**config.mk**
```make
export PLATFORM = sky130hd
export DESIGN_NAME = burst_lock_controller_flat
export DESIGN_NICKNAME = d
export VERILOG_FILES = /design/src/rtl/color_pkg.sv /design/src/rtl/burst_lock_controller_if.sv /design/src/rtl/burst_lock_controller_pi_step.sv /design/src/rtl/burst_lock_controller.sv /design/src/flat_wrapper.sv
export SDC_FILE = /design/constraint.sdc
export NUM_CORES = 1
export LEC_CHECK = 0
export ABC_AREA = 1
export BUFFER_PORTS_ARGS = -buffer_cell sky130_fd_sc_hd__buf_4
export CORE_MARGIN = 4
export CORE_UTILIZATION = 25
export DETAILED_ROUTE_END_ITERATION = 12
export HOLD_SLACK_MARGIN = 0.06
export RECOVER_POWER = 100
export SLEW_MARGIN = 20
export SYNTH_ARGS = -nofsm -noshare
export SYNTH_HDL_FRONTEND = slang
export SYNTH_SLANG_ARGS = --single-unit
```
**constraint.sdc**
```tcl
create_clock -name clk -period 7.25 [get_ports clk]
set_input_delay 2.175 -clock clk [delete_from_list [all_inputs] [get_ports clk]]
set_output_delay 2.175 -clock clk [all_outputs]
set_load 0.01 [all_outputs]
```
**src/rtl/color_pkg.sv**
```systemverilog
// color_pkg: shared widths, FSM state type and saturating add for the burst lock controller
// Contents: OFFSET_W/ERR_W/WIDE_W widths, burst_lock_state_t, sat_add()
package color_pkg;
    localparam int OFFSET_W = 32;
    localparam int ERR_W = 12;
    localparam int WIDE_W = 34;

    typedef enum logic [1:0] {IDLE, ACCUM, UPDATE, WAIT_END} burst_lock_state_t;

    // a + b clamped to [-lim, +lim], returned at offset width
    function automatic logic signed [OFFSET_W-1:0] sat_add(
        input logic signed [WIDE_W-1:0] a,
        input logic signed [WIDE_W-1:0] b,
        input logic signed [WIDE_W-1:0] lim
    );
        logic signed [WIDE_W-1:0] s;
        s = a + b;
        s = (s > lim) ? lim : (s < -lim) ? -lim : s;
        return s[OFFSET_W-1:0];
    endfunction
endpackage

```
**src/rtl/burst_lock_controller_if.sv**
```systemverilog
// burst_lock_controller_if: burst/error inputs and NCO/lock outputs of the burst lock controller
// Ports: burst_active, error_in, freeze (to controller); offset_out, offset_valid, avg_error,
// locked, color_kill (from controller). master = driver side, slave = controller side.
interface burst_lock_controller_if;
    import color_pkg::*;
    logic                       burst_active;
    logic signed [ERR_W-1:0]    error_in;
    logic                       freeze;
    logic signed [OFFSET_W-1:0] offset_out;
    logic                       offset_valid;
    logic signed [ERR_W-1:0]    avg_error;
    logic                       locked;
    logic                       color_kill;

    modport master (
        output burst_active, error_in, freeze,
        input  offset_out, offset_valid, avg_error, locked, color_kill
    );
    modport slave (
        input  burst_active, error_in, freeze,
        output offset_out, offset_valid, avg_error, locked, color_kill
    );
endinterface

```
**src/rtl/burst_lock_controller_pi_step.sv**
```systemverilog
// burst_pi_step: combinational saturating PI update of the chroma PLL
// Ports: avg (burst average), integ (current integrator) in; integ_next, offset out
module burst_pi_step
    import color_pkg::*;
#(
    parameter int KP_SHIFT     = 8,
    parameter int KI_SHIFT     = 2,
    parameter int OFFSET_LIMIT = 1048576
) (
    input  logic signed [ERR_W-1:0]    avg,
    input  logic signed [OFFSET_W-1:0] integ,
    output logic signed [OFFSET_W-1:0] integ_next,
    output logic signed [OFFSET_W-1:0] offset
);
    localparam logic signed [WIDE_W-1:0] LIM = WIDE_W'(OFFSET_LIMIT);

    logic signed [WIDE_W-1:0] avg_w;

    assign avg_w      = WIDE_W'(avg);
    assign integ_next = sat_add(WIDE_W'(integ), avg_w <<< KI_SHIFT, LIM);
    assign offset     = sat_add(WIDE_W'(integ_next), avg_w <<< KP_SHIFT, LIM);
endmodule

```
**src/rtl/burst_lock_controller.sv**
```systemverilog
// burst_lock_controller: per-line colour-burst averaging, PI update and lock tracking for the chroma PLL
// Ports: clk, rst (async, active-high), bus (slave): burst_active/error_in/freeze in;
// offset_out/offset_valid/avg_error/locked/color_kill out.
// Optional: BURST_LOCK_COLOR_KILL_EN builds a registered color_kill = ~locked (else tied 0).
module burst_lock_controller
    import color_pkg::*;
#(
    parameter int BURST_LOG2   = 4,
    parameter int KP_SHIFT     = 8,
    parameter int KI_SHIFT     = 2,
    parameter int OFFSET_LIMIT = 1048576,
    parameter int LOCK_THRESH  = 64,
    parameter int LOCK_LINES   = 8,
    parameter int UNLOCK_LINES = 4,
    parameter int LINE_TIMEOUT = 5000
) (
    input logic                    clk,
    input logic                    rst,
    burst_lock_controller_if.slave bus
);
    localparam int N      = 1 << BURST_LOG2;
    localparam int SUM_W  = ERR_W + BURST_LOG2;
    localparam int CNT_W  = BURST_LOG2 + 1;
    localparam int TMR_W  = $clog2(LINE_TIMEOUT + 1);
    localparam int GOOD_W = $clog2(LOCK_LINES + 1);
    localparam int BAD_W  = $clog2(UNLOCK_LINES + 1);

    burst_lock_state_t state, state_n;
    logic [TMR_W-1:0]           timer, timer_n;
    logic [CNT_W-1:0]           count, count_n;
    logic signed [SUM_W-1:0]    sum, sum_n, sample;
    logic signed [ERR_W-1:0]    avg, avg_q;
    logic [ERR_W:0]             avg_mag;
    logic signed [OFFSET_W-1:0] integ, integ_pi, offset_pi, offset_q;
    logic [GOOD_W-1:0]          good, good_n;
    logic [BAD_W-1:0]           bad, bad_n;
    logic                       miss, line_done, good_line;
    logic                       locked_q, locked_n, valid_q;

    assign sample    = SUM_W'(bus.error_in);
    assign avg       = ERR_W'(sum >>> BURST_LOG2);
    assign avg_mag   = avg[ERR_W-1] ? -(ERR_W+1)'(avg) : (ERR_W+1)'(avg);
    assign good_line = avg_mag <= (ERR_W+1)'(LOCK_THRESH);

    burst_pi_step #(
        .KP_SHIFT    (KP_SHIFT),
        .KI_SHIFT    (KI_SHIFT),
        .OFFSET_LIMIT(OFFSET_LIMIT)
    ) u_pi (
        .avg       (avg),
        .integ     (integ),
        .integ_next(integ_pi),
        .offset    (offset_pi)
    );

    always_ff @(posedge clk or posedge rst) begin
        if (rst) state <= IDLE;
        else     state <= state_n;
    end

    // a rising burst takes priority over a timer expiry in the same cycle
    always_comb begin
        state_n   = state;
        timer_n   = timer;
        count_n   = count;
        sum_n     = sum;
        miss      = 1'b0;
        line_done = 1'b0;
        case (state)
            IDLE: begin
                if (bus.burst_active) begin
                    sum_n   = sample;
                    count_n = CNT_W'(1);
                    timer_n = '0;
                    state_n = (N == 1) ? UPDATE : ACCUM;
                end else if (timer == TMR_W'(LINE_TIMEOUT - 1)) begin
                    miss    = 1'b1;
                    timer_n = '0;
                end else begin
                    timer_n = timer + 1'b1;
                end
            end
            ACCUM: begin
                if (bus.burst_active) begin
                    sum_n   = sum + sample;
                    count_n = count + 1'b1;
                    state_n = (count_n == CNT_W'(N)) ? UPDATE : ACCUM;
                end else begin
                    miss    = 1'b1;
                    state_n = IDLE;
                end
            end
            UPDATE: begin
                line_done = 1'b1;
                state_n   = WAIT_END;
            end
            default: state_n = bus.burst_active ? WAIT_END : IDLE;
        endcase
    end

    always_comb begin
        good_n   = good;
        bad_n    = bad;
        locked_n = locked_q;
        if (line_done && good_line) begin
            good_n = (good == GOOD_W'(LOCK_LINES)) ? good : good + 1'b1;
            bad_n  = '0;
        end else if (line_done || miss) begin
            bad_n  = (bad == BAD_W'(UNLOCK_LINES)) ? bad : bad + 1'b1;
            good_n = '0;
        end
        if (good_n == GOOD_W'(LOCK_LINES))  locked_n = 1'b1;
        if (bad_n == BAD_W'(UNLOCK_LINES)) locked_n = 1'b0;
    end

    always_ff @(posedge clk or posedge rst) begin
        if (rst) begin
            timer    <= '0;
            count    <= '0;
            sum      <= '0;
            integ    <= '0;
            good     <= '0;
            bad      <= '0;
            offset_q <= '0;
            valid_q  <= 1'b0;
            avg_q    <= '0;
            locked_q <= 1'b0;
        end else begin
            timer    <= timer_n;
            count    <= count_n;
            sum      <= sum_n;
            good     <= good_n;
            bad      <= bad_n;
            locked_q <= locked_n;
            valid_q  <= line_done && !bus.freeze;
            if (line_done) avg_q <= avg;
            if (line_done && !bus.freeze) begin
                integ    <= integ_pi;
                offset_q <= offset_pi;
            end
        end
    end

    assign bus.offset_out   = offset_q;
    assign bus.offset_valid = valid_q;
    assign bus.avg_error    = avg_q;
    assign bus.locked       = locked_q;

`ifdef BURST_LOCK_COLOR_KILL_EN
    logic kill_q;
    always_ff @(posedge clk or posedge rst) begin
        if (rst) kill_q <= 1'b1;
        else     kill_q <= ~locked_n;
    end
    assign bus.color_kill = kill_q;
`else
    assign bus.color_kill = 1'b0;
`endif
endmodule

```
**src/flat_wrapper.sv**
```systemverilog
// flat-port wrapper written by rule: the top's interface ports become plain ports
module burst_lock_controller_flat import color_pkg::*;
#(
    parameter int BURST_LOG2   = 4,
    parameter int KP_SHIFT     = 8,
    parameter int KI_SHIFT     = 2,
    parameter int OFFSET_LIMIT = 1048576,
    parameter int LOCK_THRESH  = 64,
    parameter int LOCK_LINES   = 8,
    parameter int UNLOCK_LINES = 4,
    parameter int LINE_TIMEOUT = 5000
)
  (clk, rst, bus_burst_active, bus_error_in, bus_freeze, bus_offset_out, bus_offset_valid, bus_avg_error, bus_locked, bus_color_kill);
  burst_lock_controller_if bus_i ();
  input logic clk;
  input logic rst;
  input wire logic [$bits(bus_i.burst_active)-1:0] bus_burst_active;
  input wire logic [$bits(bus_i.error_in)-1:0] bus_error_in;
  input wire logic [$bits(bus_i.freeze)-1:0] bus_freeze;
  output wire logic [$bits(bus_i.offset_out)-1:0] bus_offset_out;
  output wire logic [$bits(bus_i.offset_valid)-1:0] bus_offset_valid;
  output wire logic [$bits(bus_i.avg_error)-1:0] bus_avg_error;
  output wire logic [$bits(bus_i.locked)-1:0] bus_locked;
  output wire logic [$bits(bus_i.color_kill)-1:0] bus_color_kill;
  assign bus_i.burst_active = bus_burst_active;
  assign bus_i.error_in = bus_error_in;
  assign bus_i.freeze = bus_freeze;
  assign bus_offset_out = bus_i.offset_out;
  assign bus_offset_valid = bus_i.offset_valid;
  assign bus_avg_error = bus_i.avg_error;
  assign bus_locked = bus_i.locked;
  assign bus_color_kill = bus_i.color_kill;
  burst_lock_controller #(.BURST_LOG2(BURST_LOG2), .KP_SHIFT(KP_SHIFT), .KI_SHIFT(KI_SHIFT), .OFFSET_LIMIT(OFFSET_LIMIT), .LOCK_THRESH(LOCK_THRESH), .LOCK_LINES(LOCK_LINES), .UNLOCK_LINES(UNLOCK_LINES), .LINE_TIMEOUT(LINE_TIMEOUT)) u_core (.clk(clk), .rst(rst), .bus(bus_i));
endmodule
```
; ---- Word level (Yosys, flattened, before mapping)
; Cells that the tools add are included.
[op_classes]
reduce_logical = 8
n_eq_ne = 10
addsub = 8
mux = 31
n_lt_le_gt_ge = 5
[ops]
columns = cell, n
row1 = $mux W32, 4
row2 = $gt A33 B22 Y1 const B, 2
row3 = $lt A33 B21 Y1 const B, 2
row4 = $mux W13, 3
row5 = $add A32 B14 Y33, 1
row6 = $add A32 B20 Y33, 1
row7 = $mux W16, 2
row8 = $pmux W16 S2, 1
row9 = $add A16 B12 Y16, 1
row10 = $add A13 B1 Y13 const B, 1
row11 = $eq A13 B13 Y1 const B, 1
row12 = $le A13 B7 Y1 const B, 1
row13 = $neg A12 Y13, 1
row14 = $mux W4, 3
row15 = $mux W5, 2
row16 = $pmux W5 S2, 1
row17 = $mux W3, 3
row18 = $eq A4 B4 Y1 const B, 2
row19 = $mux W2, 4
row20 = $eq A3 B3 Y1 const B, 2
row21 = $mux W1, 6
row22 = $pmux W2 S3, 1
row23 = $add A5 B1 Y5 const B, 1
row24 = $eq A5 B5 Y1 const B, 1
row25 = 12 further kinds, 15
[totals]
in_bits = 16
elab_cells = 73
regBits = 121
out_inout_bits = 47

; ---- Depth between registers and ports, before layout
; Gate-level depths: netlist (run 1).
[logic_depth]
depth_word = 10
mapped_depth = 47

; ---- Hierarchy
; A second synthesis (run 1) with hierarchy kept.
[hier_totals]
cells_unflattened = 1694
area_unflattened_um2 = 10777.8
[modules_own_cells]
columns = module, area_each_um2, cells_per_inst, instances
row1 = burst_lock_controller, 6117.1, 769, 1
row2 = burst_pi_step, 4660.7, 925, 1

; ---- Worst setup path after synthesis (run 1)
; OpenSTA, ideal clock, no wires.
[synth_path]
path_type = reg2reg
start = register u_core.sum[15]
end = register u_core.offset_q[4] (netlist: u_core.bus.offset_out[4])
arrival_ps = 5110
period_less_slack_ps = 5175
n_path_buf = 1
stages_incl_launch_ff = 44
path_slack_ps = 2075
cell_sequence = dfrtp_1 -> ha_1 -> nand2_1 -> inv_1 -> nand2_1 -> inv_1 -> a21oi_2 -> nand2_2 -> nand2_2 -> nand2_1 -> nand2_1 -> nand2_4 -> nor2_1 -> nand2_1 -> nor2_1 -> nand2_1 -> nand2_2 -> nand2_4 -> [8 not listed] -> nand2_1 -> nand2_1 -> nand2_1 -> nand2_1 -> nand2_1 -> nand2_1 -> nand2_1 -> nand2_1 -> nand2_1 -> nand2_1 -> nor2_1 -> nand3b_1 -> nand2_1 -> inv_2 -> buf_2 -> nor2_1 -> nand2_1 -> nand2_1
[synth_via]
elab_chain_len = 8
word_cells_on_any_way = 10
classes_between = 2 x add/sub / 4 x order compare / 4 x mux
[synth_lines]
columns = item, line_no
row1 = from (decl), burst_lock_controller.sv:31  ; logic signed [SUM_W-1:0] sum, sum_n, sample;
row2 = from (signal assigned), burst_lock_controller.sv:131  ; sum <= sum_n;
row3 = $add A32 B14 Y33 *, color_pkg.sv:17  ; s = a + b;
row4 = $lt A33 B21 Y1, color_pkg.sv:18  ; s = (s > lim) ? lim : (s < -lim) ? -lim : s;
row5 = $mux W32, color_pkg.sv:18
row6 = $mux W32 *, color_pkg.sv:18
row7 = via u_core.integ_pi[8], burst_lock_controller.sv:34  ; logic signed [OFFSET_W-1:0] integ, integ_pi, offset_pi, offset_q;
row8 = $add A32 B20 Y33 *, color_pkg.sv:17
row9 = $lt A33 B21 Y1, color_pkg.sv:18
row10 = $mux W32, color_pkg.sv:18
row11 = $mux W32 *, color_pkg.sv:18
row12 = to (signal assigned), burst_lock_controller.sv:139  ; offset_q <= offset_pi;
row13 = to (decl), burst_lock_controller.sv:34
; The timed path passes the listed nets; every way through them passes the cells marked *.
; A chain may end at the register's enable or synchronous reset.

; ---- Final worst setup path (run 1)
[layout_path]
start = register u_core.sum[4]
end = register u_core.offset_q[18] (netlist: u_core.bus.offset_out[18])
; Same word-level chain as after synthesis.

==> results.ini, run 1 <==
[outcome]
outcome=finished with violations
violations=max-capacitance violations, max-slew violations

[worst_setup_path]
worst_setup_path_start_kind=flop
rr_worst_depth=44
endpoint_kind=flop
crit_required_ns=7.61
regToRegSetupSlack_ns=1.02
cp_slowest_cell=dfrtp_1
r2r_end=u_core.bus.offset_out[18]$_DFFE_PP0P_
arrival_ns=6.58
critical_path_class=flop to flop
path_common_cell=nand2_1
path_max_fanout=19
r2r_start=u_core.sum[4]$_DFFE_PP0P_
slowest_delay_ns=0.51

[drt]
via_per_inst=4.63
ant_nets=0
drc_errors=0
drt_iter0_drc=679
via_count=10494
dr.pass1.iters=6
wl_um=31400
wl_per_cell_um=13.9

[min_path]
hold_end=u_core.bus.offset_out[20]$_DFFE_PP0P_
hold_path_depth=2
worstHoldStart=u_core.bus.offset_out[20]$_DFFE_PP0P_
hold_class=flop to flop

[pwr]
power_density_nw_per_um2=278
irDropWorstVdd_mv=0.155
p_leak_nw=6.48

[logic_synthesis]
synth_warnings=0
dominantRegCellSynth=dfrtp_1
synth_edf_count=0
synth_nets=1755
syn_area_per_cell_um2=6.34
synthCells=1660
ys_async_sr_fraction_pct=100
ys_seq_elements=121
synthDistinctLibCells=51
syn_area_um2=10500
yosysSeqAreaShare_pct=28.8

[clock_network]
clockBufferDepth=2
cts_hold_buf=0
cts_num_sinks=121
root_buffer=clkbuf_16
cts_max_level=4
clk_pin_slew_ns=0.06
cts_resized=0
postCtsSetupRepairBufs=0
numCtsBuffers=17
cts_tree=done
clkLatencyLatePin_ns=0.43

[sta]
setup_viol=0
worst_slew_pin_slew_ns=3.14
post-route-period-util_pct=85.9
finalHoldViolCount=0
skew_ns=0.00884
report.final.slew_viol_count=143
relSlewSlack_pct=-110
period_needed_ns=6.23
fmaxAchievable_ghz=0.161
setup_tns_ns=0
rsz0062_at_grt=no

[placed_design]
dpl.hpwl_um=24700
dp.cells=2234
gp_congestion=0.928
io_buffer_count=61

[global_route]
grt_max_degree=69
grt_usage_pct=13.9
grt_overflow=0
grt_pass1_vias=10138
grt_pass1_wl_um=51400
antenna_found_initial=0

[floorplan]
rows=74
die_y_um=213
core_um2=41200
dieArea_um2=45400
start_util_pct=25.5
io_pins=63
die_x_um=213

[final_layout]
syn_to_final_growth_pct=13.8
antenna_cells=0
design.final.nets=1816
stdcell_count=2266
drive_gt1_share_pct=5.36

[run]
drv_cap=3

==> metal layers <==
metal	GRT usage (%)	vias up	wire length (um)
met5	0	-	0
met4	3.69	0	530
met3	1.98	41	1330
met2	23.4	254	14800
met1	18.7	4814	14800
li1	-	5385	-
==> stage by stage <==
step	utilization [%]	hold WS, ns	setup WS [ns]	area [um^2]	power (mW)
6_report	29.0	0.476	1.02	12000	3.33
5_1_grt	29.0	0.494	0.472	12000	3.62
4_1_cts	29.6	0.484	1.36	12200	3.37
3_5_place_dp	28.1	0.467	1.40	11600	2.46
3_3_place_gp	28.1	0.466	1.55	11600	2.44
2_1_floorplan	-	0.453	1.86	10500	2.04
==> placed cells by master, fill, tap and decap left out, types with 3 or more instances in the layout <==
master / count
ha_1: 76
nor2_1: 133
nand2_2: 10
and2_1: 7
o21bai_1: 7
a21boi_0: 3
nor4_1: 4
o22ai_1: 9
clkinvlp_4: 3
xnor2_1: 10
fa_1: 3
a21oi_1: 74
or2_2: 4
clkbuf_1: 55
bufinv_16: 3
nand3b_1: 12
inv_2: 7
a22oi_1: 6
o21ai_0: 67
o211ai_1: 12
nor2_2: 9
nand3_2: 6
nand4_1: 30
buf_4: 10
nand2_1: 601
inv_1: 264
nand3_1: 86
clkbuf_4: 3
xor2_1: 19
a21oi_2: 4
dfrtp_1: 121
nand2_4: 3
clkbuf_16: 17
nor3_1: 21
clkinv_4: 4
==> area by class of cell <==
| cell class | instances | area [um^2] |
|---|---|---|
| clock buffers | 19 | 433 |
| clock inverters | 13 | 170 |
| fillers | 4554 | 29200 |
| inverters | 272 | 1020 |
| multi-input cells | 1242 | 6350 |
| flip-flops and latches | 121 | 3030 |
| well taps | 532 | 666 |
| repair buffers | 67 | 302 |
==> cells in the mapped netlist, types with 3 or more instances <==
| master | number | share of area [%] |
|---|---|---|
| nand3_1 | 86 | 4.1 |
| nor3_1 | 21 | 1.0 |
| o21ai_1 | 6 | 0.29 |
| a21oi_1 | 74 | 3.5 |
| xnor2_1 | 10 | 0.83 |
| nand3b_1 | 12 | 0.86 |
| nor2_2 | 9 | 0.54 |
| a22oi_1 | 6 | 0.43 |
| inv_1 | 264 | 9.4 |
| nor2_1 | 133 | 4.7 |
| o21bai_1 | 7 | 0.50 |
| a21oi_2 | 4 | 0.33 |
| or2_2 | 4 | 0.24 |
| nand3_2 | 6 | 0.57 |
| nand2_4 | 4 | 0.43 |
| nand2_2 | 11 | 0.65 |
| nand2_1 | 599 | 21 |
| clkbuf_1 | 21 | 0.75 |
| xor2_1 | 19 | 1.6 |
| fa_1 | 3 | 0.57 |
| nor4_1 | 4 | 0.24 |
| inv_2 | 8 | 0.29 |
| o22ai_1 | 9 | 0.54 |
| o21ai_0 | 62 | 2.9 |
| and2_1 | 8 | 0.48 |
| nand4_1 | 30 | 1.8 |
| ha_1 | 76 | 9.0 |
| o211ai_1 | 12 | 0.86 |
| dfrtp_1 | 121 | 29 |
| a21boi_0 | 3 | 0.21 |
==> worst max-delay path by stage <==
stage | start | end | slack (ns) | cells past startpoint
after CTS | u_core.sum[4]$_DFFE_PP0P_ | u_core.bus.offset_out[18]$_DFFE_PP0P_ | 1.36 | 44
after detailed placement | u_core.sum[4]$_DFFE_PP0P_ | u_core.bus.offset_out[18]$_DFFE_PP0P_ | 1.40 | 44
after global routing | u_core.sum[4]$_DFFE_PP0P_ | u_core.bus.offset_out[18]$_DFFE_PP0P_ | 0.47 | 44
after floorplan | rst | u_core.bad[0]$_DFF_PP0_ | 1.86 | 1
after global placement | u_core.sum[15]$_DFFE_PP0P_ | u_core.bus.offset_out[5]$_DFFE_PP0P_ | 1.55 | 41
final | u_core.sum[4]$_DFFE_PP0P_ | u_core.bus.offset_out[18]$_DFFE_PP0P_ | 1.02 | 44
==> registers in the layout, summed over array words and instances, names as in the netlist <==
register,count
u_core.bad,3
u_core.integ,32
u_core.bus.locked,1
u_core.sum,16
u_core.timer,13
u_core.count,5
u_core.good,4
u_core.state,2
u_core.bus.offset_out,32
u_core.bus.offset_valid,1
u_core.bus.avg_error,12
==> where the power goes <==
part	internal (mW)	switching [mW]	leakage, nW
sequential	0.737	0.0821	1.59
clock	0.544	0.346	0.284
combinational	0.521	1.10	4.60
total	1.80	1.53	6.48
==> kinds of logic after synthesis <==
logic type                 count (synthesis)  share of synthesized area [%]
buffers and inverters                    297                           10.7
and+or+nand+nor                          934                           37.5
DFF                                      121                           28.8
adders and majority gates                 79                           9.61
xor gates and xnor gates                  29                           2.41
muxes                                      2                          0.214
AOI/OAI and AO/OA                        197                           10.7
other                                      1                         0.0356
==> worst max-delay path: cells and delay by family (launching register included) <==
family	cells	cell delay, ns
AOI/OAI and AO/OA	1	0.23
and+or+nand+nor	34	3.46
DFF	1	0.51
adders and majority gates	4	1.35
buffers and inverters	5	0.55
No activity file was read; power rests on OpenSTA's default activity.
==> inputs of run 2 (changes only) <==
--- a/config.mk
+++ b/config.mk
@@ -7,11 +7,14 @@
 export LEC_CHECK = 0
 export ABC_AREA = 1
 export BUFFER_PORTS_ARGS = -buffer_cell sky130_fd_sc_hd__buf_4
+export CAP_MARGIN = 20
+export CORE_ASPECT_RATIO = 0.75
 export CORE_MARGIN = 4
 export CORE_UTILIZATION = 25
 export DETAILED_ROUTE_END_ITERATION = 12
 export HOLD_SLACK_MARGIN = 0.06
 export RECOVER_POWER = 100
+export REMOVE_ABC_BUFFERS = 1
 export SLEW_MARGIN = 20
 export SYNTH_ARGS = -nofsm -noshare
 export SYNTH_HDL_FRONTEND = slang
==> run 2 against run 1 <==
Compared with the run above: the run still ends with max-capacitance violations, max-slew violations left; via count is 1.1% higher; power decreased by 1.8%; wire length rose by 1.1%; clock-buffer cell count is 1 lower; combinational power about the same; first-iteration DRC count rose by 32%; worst hold slack about the same; global-route usage up 0.27 points; non-clock buffer count rose by 1; core utilization up 0.085 points; sequential power barely moved; maximum frequency is essentially flat; highest routed layer unchanged.
==> results.ini, run 2 (synthesized netlist as in run 1, its figures left out) <==
[final_layout]
nFillCells=4580  ; +0.57%
syn_to_final_growth_pct=14.0
regArea_um2=3030  ; unchanged
design.final.nets=1817  ; +0.055%
drive_gt1_share_pct=5.59  ; +0.23 points
antenna_cells=0  ; unchanged
mostFrequentLayoutCell=nand2_1
multiInputGateArea_um2=6360  ; +0.16%
layout_common_cells=nand2_1, inv_1, nor2_1

[drt]
wl_um=31800  ; +1.1%
dr.pass1.iters=5  ; -1
via_per_inst=4.62  ; -0.23%
wl_per_cell_um=13.8  ; -0.26%
drc_errors=0  ; unchanged
drt_iter0_drc=898  ; +32%
ant_nets=0  ; unchanged
via_count=10608  ; +1.1%

[worst_setup_path]
r2r_end=u_core.bus.offset_out[2]$_DFFE_PP0P_
path_common_cell=nand2_1
worst_setup_path_start_kind=flop
crit_required_ns=7.62  ; about the same
endpoint_kind=flop
critical_path_class=flop to flop
r2r_start=u_core.sum[15]$_DFFE_PP0P_
rr_worst_depth=42  ; -4.5%
path_max_fanout=21  ; +2
critPathLaunch=u_core.sum[15]$_DFFE_PP0P_
slowest_delay_ns=0.89  ; +0.38 ns
regToRegSetupSlack_ns=1.02  ; about the same
cp_slowest_cell=dfrtp_1
arrival_ns=6.60  ; +0.02 ns

[placed_design]
gp_congestion=0.938  ; +1.1%
dpl.hpwl_um=25100  ; +1.7%
io_buffer_count=61  ; unchanged

[clock_network]
numCtsBuffers=17  ; unchanged
cts_hold_buf=0  ; unchanged
cts_resized=0  ; unchanged
clk_pin_slew_ns=0.06  ; about the same
clkLatencyLatePin_ns=0.44  ; about the same
cts_max_level=4  ; unchanged
root_buffer=clkbuf_16
cts_tree=done
clockBufferDepth=2  ; unchanged
postCtsSetupRepairBufs=0  ; unchanged
cts_num_sinks=121  ; unchanged

[sta]
rsz0062_at_grt=no
worst_slew_pin_slew_ns=2.34  ; -0.796 ns
setup_viol=0  ; unchanged
relSlewSlack_pct=-57.1  ; +53 points
setup_tns_ns=0  ; unchanged
report.final.slew_viol_count=206  ; +44%
post-route-period-util_pct=86.0  ; about the same
finalHoldViolCount=0  ; unchanged
hold_ws_ns=0.477  ; +0.000384 ns
skew_ns=0.0117  ; +0.00284 ns
fmaxAchievable_ghz=0.160  ; about the same
period_needed_ns=6.23  ; +0.00526 ns

[floorplan]
rows=64  ; -14%
core_um2=41200  ; -0.10%
die_x_um=245  ; +15%
start_util_pct=25.6  ; +0.026 points
dieArea_um2=45500  ; about the same
io_pins=63  ; unchanged
die_y_um=186  ; -13%

[global_route]
grt_pass1_wl_um=52100  ; +1.3%
busiest_layer=met2
grt_max_degree=73  ; +5.8%
antenna_found_initial=0  ; unchanged
grt_use_met2_pct=21.1  ; -2.3 points
grt_overflow=0  ; unchanged
grtUsageMet1_pct=21.0  ; +2.4 points
grt_pass1_vias=10059  ; -0.78%
grt_usage_pct=14.1  ; +0.27 points
grtUsageMet3_pct=2.84  ; +0.85 points

[min_path]
hold_path_depth=2  ; unchanged
hold_end=u_core.bus.offset_out[23]$_DFFE_PP0P_
hold_class=flop to flop
worstHoldStart=u_core.bus.offset_out[23]$_DFFE_PP0P_

[pwr]
power_density_nw_per_um2=273  ; -2.0%
p_leak_nw=6.47  ; about the same
irDropWorstVdd_mv=0.163  ; +5.6%

[outcome]
outcome=finished with violations
violations=max-capacitance violations, max-slew violations

[run]
drv_cap=4  ; +1

-- run 2: through the flow --
| stage | std cells | total power [mW] | utilization (%) | area, um^2 | worst slack [ns] |
|---|---|---|---|---|---|
| after floorplan | 1635 | 2.02 | - | 10400 | 1.86 |
| after global placement | 2264 | 2.43 | 28.3 | 11600 | 1.42 |
| after detailed placement | 2264 | 2.45 | 28.3 | 11600 | 1.30 |
| after CTS | 2296 | 3.30 | 29.6 | 12200 | 1.27 |
| after global routing | 2296 | 3.57 | 29.1 | 12000 | 0.330 |
| final | 2296 | 3.27 | 29.1 | 12000 | 1.02 |
-- run 2: final cells by class --
class                   instances  area share [%]
clock buffers                  18            3.58
multi-input cells            1242            53.0
flip-flops and latches        121            25.3
clock inverters                14            1.16
well taps                     561            5.85
repair buffers                 68            2.61
inverters                     272            8.52
-- run 2: power breakdown --
group | internal (mW) | switching [mW] | total, mW
registers | 0.737 | 0.0816 | 0.818
logic | 0.523 | 1.10 | 1.62
clock network | 0.478 | 0.351 | 0.829
total | 1.74 | 1.53 | 3.27
-- run 2: per-layer routing --
metal	vias to the layer above	wire length [um]
met4	0	370
met3	28	2100
li1	5385	-
met2	317	13000
met1	4878	16300
met5	-	0
-- run 2: how the worst max path moves through the flow --
| stage | to | slack, ns | cells after the start |
|---|---|---|---|
| floorplan | u_core.bad[0]$_DFF_PP0_ | 1.86 | 1 |
| global placement | u_core.bus.offset_out[4]$_DFFE_PP0P_ | 1.42 | 37 |
| detailed placement | u_core.bus.offset_out[0]$_DFFE_PP0P_ | 1.30 | 40 |
| CTS | u_core.bus.offset_out[2]$_DFFE_PP0P_ | 1.27 | 40 |
| global route | u_core.bus.offset_out[10]$_DFFE_PP0P_ | 0.33 | 42 |
| finish | u_core.bus.offset_out[2]$_DFFE_PP0P_ | 1.02 | 42 |
-- run 2: worst max-delay path: cells and delay by family (launching register included) --
kind | cells | cell delay (ns)
DFF | 1 | 0.89
AOI/OAI and AO/OA | 2 | 0.45
and+or+nand+nor | 32 | 3.25
buffers and inverters | 5 | 0.44
adders and majority gates | 3 | 1.09
==> inputs of run 3 (changes only) <==
--- a/config.mk
+++ b/config.mk
@@ -13,6 +13,7 @@
 export CORE_UTILIZATION = 25
 export DETAILED_ROUTE_END_ITERATION = 12
 export HOLD_SLACK_MARGIN = 0.06
+export PLACE_DENSITY_LB_ADDON = 0.15
 export RECOVER_POWER = 100
 export REMOVE_ABC_BUFFERS = 1
 export SLEW_MARGIN = 20
==> run 3 against run 2 <==
Compared with the run above: the run still ends with max-capacitance violations, max-slew violations left; largest cell class unchanged; critical path type unchanged; critical path depth down 5; combinational power up 6%; wire length up 16%; sequential cell count unchanged; first-iteration DRC count down 2.1%.
==> results.ini, run 3 (synthesized netlist as in run 1, its figures left out) <==
[outcome]
outcome=finished with violations
violations=max-capacitance violations, max-slew violations

[global_route]
grt_pass1_wl_um=57900  ; +11%
grt_overflow=0  ; unchanged
grt_max_degree=56  ; -23%
antenna_found_initial=0  ; unchanged
grt_pass1_vias=10007  ; -0.52%
grt_usage_pct=16.3  ; +2.2 points

[sta]
rsz0062_at_grt=no
relSlewSlack_pct=-110  ; -53 points
setup_viol=0  ; unchanged
fmaxAchievable_ghz=0.157  ; -2.4%
setup_tns_ns=0  ; unchanged
report.final.slew_viol_count=198  ; -3.9%
skew_ns=0.0183  ; +0.00663 ns
post-route-period-util_pct=88.1  ; +2.1 points
worst_slew_pin_slew_ns=3.15  ; +0.808 ns
finalWorstSetupSlack_ns=0.862  ; -0.156 ns
finalHoldViolCount=0  ; unchanged
hold_ws_ns=0.478  ; +0.00175 ns
period_needed_ns=6.39  ; +0.156 ns

[clock_network]
cts_hold_buf=0  ; unchanged
cts_max_level=4  ; unchanged
cts_num_sinks=121  ; unchanged
clk_pin_slew_ns=0.06  ; about the same
root_buffer=clkbuf_16
cts_resized=0  ; unchanged
numCtsBuffers=17  ; unchanged
cts_tree=done
postCtsSetupRepairBufs=0  ; unchanged
clockBufferDepth=2  ; unchanged
clkLatencyLatePin_ns=0.44  ; about the same

[placed_design]
dpl.hpwl_um=29600  ; +18%
dpl_cell_area_um2=11600  ; unchanged
gp_congestion=0.946  ; +0.82%
dp.cells=2264  ; unchanged
io_buffer_count=61  ; unchanged
dp_slack_ns=0.626  ; -0.670 ns

[final_layout]
antenna_cells=0  ; unchanged
mostFrequentLayoutCell=nand2_1
stdcell_area_um2=12000  ; about the same
multiInputGateArea_um2=6360  ; about the same
nFillCells=4680  ; +2.2%
layout_common_cells=nand2_1, inv_1, nor2_1
stdcell_count=2295  ; -0.044%
final_core_util_pct=29.1  ; about the same
regArea_um2=3030  ; about the same
drive_gt1_share_pct=5.54  ; -0.054 points
design.final.nets=1817  ; unchanged
syn_to_final_growth_pct=13.9  ; about the same

[pwr]
p_clk_share_pct=25.0  ; -0.4 points
p_switching_mw=1.62  ; +5.5%
swShare_pct=47.9  ; +1.1 points
power_density_nw_per_um2=281  ; +3.2%
total_power_mw=3.37  ; +3.2%
seqPwrFrac_pct=24.4  ; -0.6 points
p_leak_nw=6.47  ; -0.11%
power.share.combinational_pct=50.6  ; +1.0 points
irDropWorstVdd_mv=0.168  ; +3.1%
p_int_mw=1.76  ; +1.1%

[min_path]
hold_class=flop to flop

[worst_setup_path]
path_max_fanout=26  ; +24%
critical_path_class=flop to flop
crit_family=simple AND/OR/NAND/NOR gates
slowest_delay_ns=0.63  ; -0.26 ns
endpoint_kind=flop
arrival_ns=6.75  ; +0.15 ns
path_common_cell=nand2_1
worst_setup_path_start_kind=flop
crit_required_ns=7.61  ; about the same
crit_buf_inv=3  ; -2
cp_slowest_cell=dfrtp_2

[drt]
via_count=10486  ; -1.2%
drt_iter0_drc=879  ; -2.1%
drc_errors=0  ; unchanged
wl_per_cell_um=16.0  ; +16%
via_per_inst=4.57  ; -1.1%
ant_nets=0  ; unchanged
dr.pass1.iters=5  ; unchanged
wl_um=36700  ; +16%

[run]
drv_cap=5  ; +1

[floorplan]
rows=64  ; unchanged
io_pins=63  ; unchanged
die_x_um=245  ; unchanged
die_y_um=186  ; unchanged
dieArea_um2=45500  ; unchanged
start_util_pct=25.6  ; unchanged
core_um2=41200  ; unchanged

run 3: cell count changes in the layout (fill, tap and decap cells not counted), moves of 2 or more:
cell	previous run	this run
clkinv_2	1	4
clkinv_4	4	1
inv_6	4	1
buf_4	13	11
clkbuf_8	0	3
run 3: worst reg2reg max path: cells and delay by family, from the launching register on:
family                   cells  cell delay (ns)
buffers and inverters        3             0.29
AND/OR/NAND/NOR             30             3.80
AO/OA/AOI/OAI                1             0.26
adder cells (fa/ha/maj)      3             1.32
flip-flops                   1             0.63
run 3: cell type report:
class                           count  share of cell area (%)
Clock buffer                       20                    3.90
Clock inverter                     11                   0.815
Inverter                          272                    8.53
Multi-Input combinational cell   1242                    53.0
Sequential cell                   121                    25.3
Tap cell                          561                    5.86
Timing Repair Buffer               68                    2.57
run 3: per-layer routing:
metal	up-vias	wire (um)	GRT usage [%]
li1	5410	-	-
met5	-	0	0
met2	212	14500	23.7
met4	0	374	3.08
met3	23	1910	3.50
met1	4841	19900	24.9
run 3: worst paths after layout:
check / start / endpoint / slack [ns] / cells past startpoint
min in group asynchronous: rst / u_core.bus.offset_out[4]$_DFFE_PP0P_ / 2.14 / 2
setup / recovery: u_core.sum[15]$_DFFE_PP0P_ / u_core.bus.offset_out[16]$_DFFE_PP0P_ / 0.86 / 37
max in group asynchronous: rst / u_core.integ[13]$_DFFE_PP0P_ / 1.50 / 3
hold / removal: u_core.bus.offset_out[31]$_DFFE_PP0P_ / u_core.bus.offset_out[31]$_DFFE_PP0P_ / 0.48 / 2
setup reg to reg: u_core.sum[15]$_DFFE_PP0P_ / u_core.bus.offset_out[16]$_DFFE_PP0P_ / 0.86 / 37
hold reg to reg: u_core.bus.offset_out[31]$_DFFE_PP0P_ / u_core.bus.offset_out[31]$_DFFE_PP0P_ / 0.48 / 2
run 3: power by group through the flow:
stage               sequential (mW)  combinational (mW)  clock, mW
finish                        0.825                1.71      0.841
global route                  0.834                1.94      0.890
CTS                           0.826                1.72      0.868
detailed placement            0.838                1.71          0
global placement              0.836                1.72          0
floorplan                     0.809                1.21          0
